### config.mk
export PLATFORM = sky130hd
export DESIGN_NAME = cache_arbiter
export DESIGN_NICKNAME = d
export VERILOG_FILES = /design/src/rtl/lc3b_types.sv /design/src/rtl/cache_arbiter.sv
export SDC_FILE = /design/constraint.sdc
export NUM_CORES = 1
export LEC_CHECK = 0
export CORE_AREA = 2 2 325 327
export DETAILED_ROUTE_END_ITERATION = 16
export DIE_AREA = 0 0 327 329
export HOLD_SLACK_MARGIN = 0.08
export PLACE_DENSITY_LB_ADDON = 0.2
export SLEW_MARGIN = 20
export SYNTH_ARGS = -nofsm -noshare
export SYNTH_HDL_FRONTEND = slang
export SYNTH_SLANG_ARGS = --single-unit
### constraint.sdc
create_clock -name clk -period 4.69 [get_ports clk]
set_clock_uncertainty 0.2 [all_clocks]
set_input_delay 1.1725 -clock clk [delete_from_list [all_inputs] [get_ports clk]]
set_output_delay 1.1725 -clock clk [all_outputs]
set_load 0.03 [all_outputs]
### src/rtl/lc3b_types.sv
// ============================================================================
// lc3b_types : shared LC-3b datapath types and cache-arbiter enums
// Revision   : 1.0
// ============================================================================
`default_nettype none

package lc3b_types;

    typedef logic [15:0]  lc3b_word;
    typedef logic [127:0] lc3b_burst;

    typedef enum logic [1:0] {
        arb_idle    = 2'd0,
        arb_serve_i = 2'd1,
        arb_serve_d = 2'd2
    } lc3b_arb_state;

    typedef enum logic {
        req_icache = 1'b0,
        req_dcache = 1'b1
    } lc3b_requester;

endpackage

`default_nettype wire

### src/rtl/cache_arbiter.sv
// ============================================================================
// cache_arbiter : shares the physical-memory burst port between I- and D-cache
// Revision      : 1.0
// ============================================================================
`default_nettype none

module cache_arbiter
    import lc3b_types::*;
#(
    parameter int DCACHE_PRIORITY = 0
) (
    input  logic      clk,
    input  logic      rst_n,

    input  logic      icache_read,
    input  logic      icache_write,
    input  lc3b_word  icache_address,
    input  lc3b_burst icache_wdata,
    output logic      icache_resp,
    output lc3b_burst icache_rdata,

    input  logic      dcache_read,
    input  logic      dcache_write,
    input  lc3b_word  dcache_address,
    input  lc3b_burst dcache_wdata,
    output logic      dcache_resp,
    output lc3b_burst dcache_rdata,

    output logic      pmem_read,
    output logic      pmem_write,
    output lc3b_word  pmem_address,
    output lc3b_burst pmem_wdata,
    input  logic      pmem_resp,
    input  lc3b_burst pmem_rdata
);

    lc3b_arb_state r_state;
    lc3b_arb_state w_next_state;
    lc3b_requester r_last_grant;
    lc3b_requester w_next_last_grant;
    lc3b_word      r_address;
    lc3b_word      w_next_address;
    lc3b_burst     r_wdata;
    lc3b_burst     w_next_wdata;
    logic          r_write;
    logic          w_next_write;

    logic          w_i_pend;
    logic          w_d_pend;
    logic          w_grant_d;
    logic          w_serving;

    assign w_i_pend = icache_read | icache_write;
    assign w_d_pend = dcache_read | dcache_write;

    always_ff @(posedge clk or negedge rst_n) begin
        if (!rst_n) begin
            r_state      <= arb_idle;
            r_last_grant <= req_icache;
            r_address    <= '0;
            r_wdata      <= '0;
            r_write      <= 1'b0;
        end else begin
            r_state      <= w_next_state;
            r_last_grant <= w_next_last_grant;
            r_address    <= w_next_address;
            r_wdata      <= w_next_wdata;
            r_write      <= w_next_write;
        end
    end

    // On a tie, round-robin hands the port to whichever cache was not served last.
    always_comb begin
        w_grant_d = 1'b0;
        if (w_d_pend && !w_i_pend) begin
            w_grant_d = 1'b1;
        end else if (w_d_pend && w_i_pend) begin
            w_grant_d = (DCACHE_PRIORITY != 0) || (r_last_grant == req_icache);
        end
    end

    always_comb begin
        w_next_state      = r_state;
        w_next_last_grant = r_last_grant;
        w_next_address    = r_address;
        w_next_wdata      = r_wdata;
        w_next_write      = r_write;
        case (r_state)
            arb_idle: begin
                if (w_grant_d) begin
                    w_next_state      = arb_serve_d;
                    w_next_last_grant = req_dcache;
                    w_next_address    = dcache_address;
                    w_next_wdata      = dcache_wdata;
                    w_next_write      = dcache_write;
                end else if (w_i_pend) begin
                    w_next_state      = arb_serve_i;
                    w_next_last_grant = req_icache;
                    w_next_address    = icache_address;
                    w_next_wdata      = icache_wdata;
                    w_next_write      = icache_write;
                end
            end
            arb_serve_i, arb_serve_d: begin
                if (pmem_resp) begin
                    w_next_state = arb_idle;
                end
            end
            default: w_next_state = arb_idle;
        endcase
    end

    assign w_serving = (r_state == arb_serve_i) || (r_state == arb_serve_d);

    always_comb begin
        pmem_read    = w_serving && !r_write;
        pmem_write   = w_serving && r_write;
        pmem_address = r_address;
        pmem_wdata   = r_wdata;
        icache_resp  = (r_state == arb_serve_i) && pmem_resp;
        dcache_resp  = (r_state == arb_serve_d) && pmem_resp;
        icache_rdata = pmem_rdata;
        dcache_rdata = pmem_rdata;
    end

endmodule

`default_nettype wire
# Yosys cells after proc, flatten, opt, wreduce, memory -nomap -nowiden
# Cells that the tools add are included.
[word_totals] in_bits=423 elab_cells=40 register_bits=148
[op_classes] eq_ne=4 bitwise=3 muxes=14 n_reduce_logical=14
[op_table] operator="$mux W128" n=2
[op_table] operator="$mux W16" n=2
[op_table] operator="$logic_and A1 B1 Y1" n=6
[op_table] operator="$mux W1" n=6
[op_table] operator="$mux W2" n=3
[op_table] operator="$pmux W2 S2" n=1
[op_table] operator="$reduce_and A2 Y1" n=2
[op_table] operator="$ne A3 B3 Y1 const B" n=1
[op_table] operator="$eq A2 B1 Y1 const B" n=1
[op_table] operator="$eq A2 B2 Y1 const B" n=1
[op_table] operator="$logic_not A1 Y1" n=2
[op_table] operator="$logic_not A2 Y1" n=1
[op_table] operator="$ne A2 B2 Y1 const B" n=1
[op_table] operator="$or A1 B1 Y1" n=2
[op_table] operator="$reduce_bool A2 Y1" n=1
[op_table] operator="$reduce_or A2 Y1" n=1
[op_table] operator="$logic_or A1 B1 Y1" n=1
[op_table] operator="$not A1 Y1" n=1

# Depth between registers and ports, before layout
[depth] depth_word=6 mapped_depth=7 mapped_depth_nobuf=5

# Worst setup path after synthesis
# Ideal clock, no wire load.
[synth_timing] path_kind="input-to-output" from="input port pmem_resp" to="output port dcache_resp" stages=1 t_arrival_ns=1.449 t_required_ns=3.318 n_path_buf=0 path_slack_ns=1.869 path_cell_list="and2_1"
[synth_between] elab_chain_cells=1
[synth_lines] element="from (decl)" line_no="cache_arbiter.sv:33" text="input logic pmem_resp,"
[synth_lines] element="$logic_and A1 B1 Y1" line_no="cache_arbiter.sv:121" text="dcache_resp = (r_state == arb_serve_d) && pmem_resp;"
[synth_lines] element="to (decl)" line_no="cache_arbiter.sv:26" text="output logic dcache_resp,"
# Every way passes these cells.

# Final worst setup path
[layout_timing] from="input port pmem_resp" to="output port icache_resp"
[layout_between] elab_chain_cells=1
[layout_lines] element="$logic_and A1 B1 Y1" line_no="cache_arbiter.sv:120" text="icache_resp = (r_state == arb_serve_i) && pmem_resp;"
[layout_lines] element="to (decl)" line_no="cache_arbiter.sv:19" text="output logic icache_resp,"
# Every way passes these cells.

==> Flow_metrics.wiki <==
{| class="wikitable"
! Metric !! Value
|-
| Avg Synthesized Cell Area || 8.38 um^2
|-
| CTS Hold Bufs || 0
|-
| Path type of the worst min-delay path || flop to flop
|-
| Area of the mapped netlist || approximately 9300 um^2
|-
| Min-Delay Path Depth || 2
|-
| Post-CTS Setup Inserts || 0
|-
| Type of destination of the critical path || output pin
|-
| Design Area, Final || around 14000 um^2
|-
| Sum of net half-perimeters after detailed placement || about 32000 um
|-
| # setup viols final || 0
|-
| Final #Nets || 1664
|-
| Result of the run || complete, no violations
|-
| Max-slew violation count || 0
|-
| Area taken by flip-flops and latches || about 3700 um^2
|-
| Launching point of the worst reg2reg path || r_state[1]$_DFFE_PN0P_
|-
| CTS root buf || sky130_fd_sc_hd__clkbuf_16
|-
| Number of buffers inserted by port buffering || approximately 440
|-
| Synth Warn # || 0
|-
| Detailed-route wire length per cell || 17.8 um
|-
| Post-synthesis register bit count || 148
|-
| Number of ports placed on the die boundary || 827
|-
| Ratio of cells with drive above 1 in the final layout || under 10%
|-
| Power per standard cell area || a little under 700 nW/um^2
|-
| Count of maximum capacitance violations || 0
|-
| Largest cells by area after synthesis || sky130_fd_sc_hd__dfrtp_1 40%, sky130_fd_sc_hd__buf_4 22%, sky130_fd_sc_hd__a31oi_1 9.8%
|-
| DRT Pass-1 Iters || 5
|-
| Max clock buf depth || 2
|-
| Slew @ Worst Pin || 893 ps
|-
| Clock insertion delay at the later pin of the skew report || 490 ps
|-
| Antenna violations before repair || 6
|-
| Critical path class || primary input to output pin
|-
| Remaining antenna violation count after routing || 0
|-
| Max rail drop VDD || 0.000401 V
|-
| Placed Instance Area || 13300 um^2
|-
| Floorplan die width || between 300 and 400 um
|-
| Die span in y || 329 um
|-
| Top library cells by usage in the layout, fill and taps aside || 441 x sky130_fd_sc_hd__clkdlybuf4s50_1, 148 x sky130_fd_sc_hd__dfrtp_1, 147 x sky130_fd_sc_hd__nor2_1, 145 x sky130_fd_sc_hd__a31oi_1, 144 x sky130_fd_sc_hd__a21oi_1
|-
| Global-route wire length before repair || 66800 um
|-
| Most common library cell in the layout ignoring fill and taps || sky130_fd_sc_hd__clkdlybuf4s50_1
|-
| F_max || 0.251 GHz
|-
| Worst Reg-to-Reg Cells || 7
|-
| Total power after layout || 9.54 mW
|-
| Gate Count Post-Synth || 1109
|-
| Fillers || 11867
|-
| Library cells used by synthesis || 25
|-
| Vias in the first global route || 9353
|-
| Post-Synthesis Net Count || 1535
|-
| Largest fanout on the critical path || 4
|-
| Sequential-to-total area share from yosys stat || between 30 and 40%
|-
| Worst flop-to-flop path endpoint || pmem_wdata[57]$_DFFE_PN0P_
|-
| Effective utilization at floorplan || 8.91%
|-
| Post-route minimum period || 3980 ps
|-
| Number of standard-cell rows in the floorplan || around 120
|-
| Total number of vias || 8602
|-
| Clock slew at the register clock pins of the worst setup and hold paths || 70 ps
|-
| Clock sink total || 148
|-
| Total Neg Setup Slack || 0 ps
|-
| RSZ-0062 raised after global routing || false
|-
| GR Util All Layers || 8.56%
|-
| Required time of the critical path || 3320 ps
|-
| Final hold violation count || 0
|-
| Stage delay of the slowest cell on the critical path || roughly 680 ps
|-
| Arr. time, crit path || 2610 ps
|-
| Hold endpoint || pmem_address[5]$_DFFE_PN0P_
|-
| R2R setup slack || 1990 ps
|-
| Portion of the clock cycle consumed by the worst path in the final layout || roughly 85%
|-
| Placeable core region || 104000 um^2
|-
| Overflow left after global routing || 0
|-
| Cell taking the most area after synthesis || sky130_fd_sc_hd__dfrtp_1
|-
| Element type at the critical path start || primary input
|-
| Static Leakage || 4.79 nW
|-
| Area of the multi-input gates || just over 3000 um^2
|-
| Portion of synthesized cell area occupied by the leading cell type || 39.8%
|-
| Max-Slew Margin vs Limit || 40.4%
|-
| First-iteration detailed-routing DRC count || 360
|-
| Inserted Clock Buffers || 17
|-
| Total wire length after detailed routing || 47000 um
|-
| Cell repeated most along the worst path || sky130_fd_sc_hd__clkdlybuf4s50_1
|-
| Die ar. || 108000 um^2
|-
| Worst path cell trace || clkdlybuf4s50_1 -> and2_1 -> clkdlybuf4s50_1
|-
| Detailed-route vias per instance || 3.25
|-
| H-tree Lvls || 4
|-
| Largest net degree at the start of global routing || approximately 120
|-
| PostCTS Resize Cnt || 0
|-
| Hold path start || pmem_address[5]$_DFFE_PN0P_
|-
| Highest-delay cell along the critical path || sky130_fd_sc_hd__clkdlybuf4s50_1
|-
| Number of remaining DRC errors || 0
|-
| CTS tree || yes
|-
| Area growth from synthesis to layout || 50.1%
|-
| Final GP Congestion || approximately 0.77
|}
[per-stage QoR]
| stage | cells | util (%) | hold slack (ps) | worst slack [ps] |
|---|---|---|---|---|
| after floorplan | 1109 | - | 319 | 1870 |
| after global placement | 2610 | 12.8 | 308 | 717 |
| after detailed placement | 2610 | 12.8 | 321 | 718 |
| after CTS | 2642 | 13.4 | 338 | 707 |
| after global routing | 2642 | 13.4 | 348 | 681 |
| final | 2645 | 13.4 | 329 | 712 |
[synth_stat cells]
master and count:
sky130_fd_sc_hd__o41a_1 1, sky130_fd_sc_hd__dfrtp_1 148, sky130_fd_sc_hd__buf_6 14, sky130_fd_sc_hd__clkbuf_2 4, sky130_fd_sc_hd__nand4b_1 1, sky130_fd_sc_hd__a2bb2oi_1 1, sky130_fd_sc_hd__o21ai_4 1, sky130_fd_sc_hd__nor2_1 147
sky130_fd_sc_hd__inv_1 5, sky130_fd_sc_hd__buf_4 268, sky130_fd_sc_hd__o41ai_4 1, sky130_fd_sc_hd__nand2_1 2, sky130_fd_sc_hd__and2_1 3, sky130_fd_sc_hd__o21ai_0 137, sky130_fd_sc_hd__or2_1 1, sky130_fd_sc_hd__buf_2 28
sky130_fd_sc_hd__o21a_1 1, sky130_fd_sc_hd__o22ai_1 3, sky130_fd_sc_hd__clkbuf_1 39, sky130_fd_sc_hd__a21oi_1 144, sky130_fd_sc_hd__nor2_2 1, sky130_fd_sc_hd__o21ai_1 10, sky130_fd_sc_hd__a31oi_1 145, sky130_fd_sc_hd__nor4_1 1
sky130_fd_sc_hd__ha_1 3
[logic make-up after synthesis]
group,synth area share [%]
AND/OR/NAND/NOR,6.52
adder cells (fa/ha/maj),0.404
buffers and inverters,26.8
flip-flops,39.8
AO/OA/AOI/OAI,26.4
[final cells by class]
| class | instances | area share (%) |
|---|---|---|
| timing repair buffer | 463 | 34.0 |
| tap | 1391 | 12.5 |
| antenna | 3 | 0.0538 |
| sequential | 148 | 26.5 |
| clock inverter | 12 | 1.27 |
| multi-input combinational | 603 | 22.3 |
| inverter | 5 | 0.135 |
| clock buffer | 20 | 3.20 |
[per-layer routing]
layer | vias up | global-route usage (%) | share of wire, %
met5 | - | 0 | 0.15
met4 | 10 | 6.37 | 6.5
met3 | 148 | 4.95 | 13
met2 | 484 | 12.5 | 42
met1 | 4077 | 9.17 | 38
li1 | 3883 | - | -
[flip-flops by register name, summed over array words and instances, names as in the netlist]
signal	cells
pmem_address	16
pmem_wdata	128
r_state	2
r_last_grant	1
r_write	1
[report_power, final]
part / internal (mW) / leakage (nW) / switching, mW
Sequential: 1.95 / 1.68 / 0.400
Combinational: 2.12 / 2.81 / 3.47
Clock: 0.905 / 0.293 / 0.692
Total: 4.97 / 4.79 / 4.56
[worst max-delay path by stage]
stage / start / endpoint / slack (ps) / cells after the start
after global routing: pmem_resp / icache_resp / 680 / 3
after floorplan: pmem_resp / dcache_resp / 1870 / 1
after CTS: pmem_resp / icache_resp / 710 / 3
after global placement: pmem_resp / icache_resp / 720 / 3
final: pmem_resp / icache_resp / 710 / 3
after detailed placement: pmem_resp / icache_resp / 720 / 3
[worst max-delay path: cells and delay by family]
kind	cells	cell delay [ps]
and+or+nand+nor	1	170
buffers and inverters	2	1260
(Power assumes the default switching activity.)
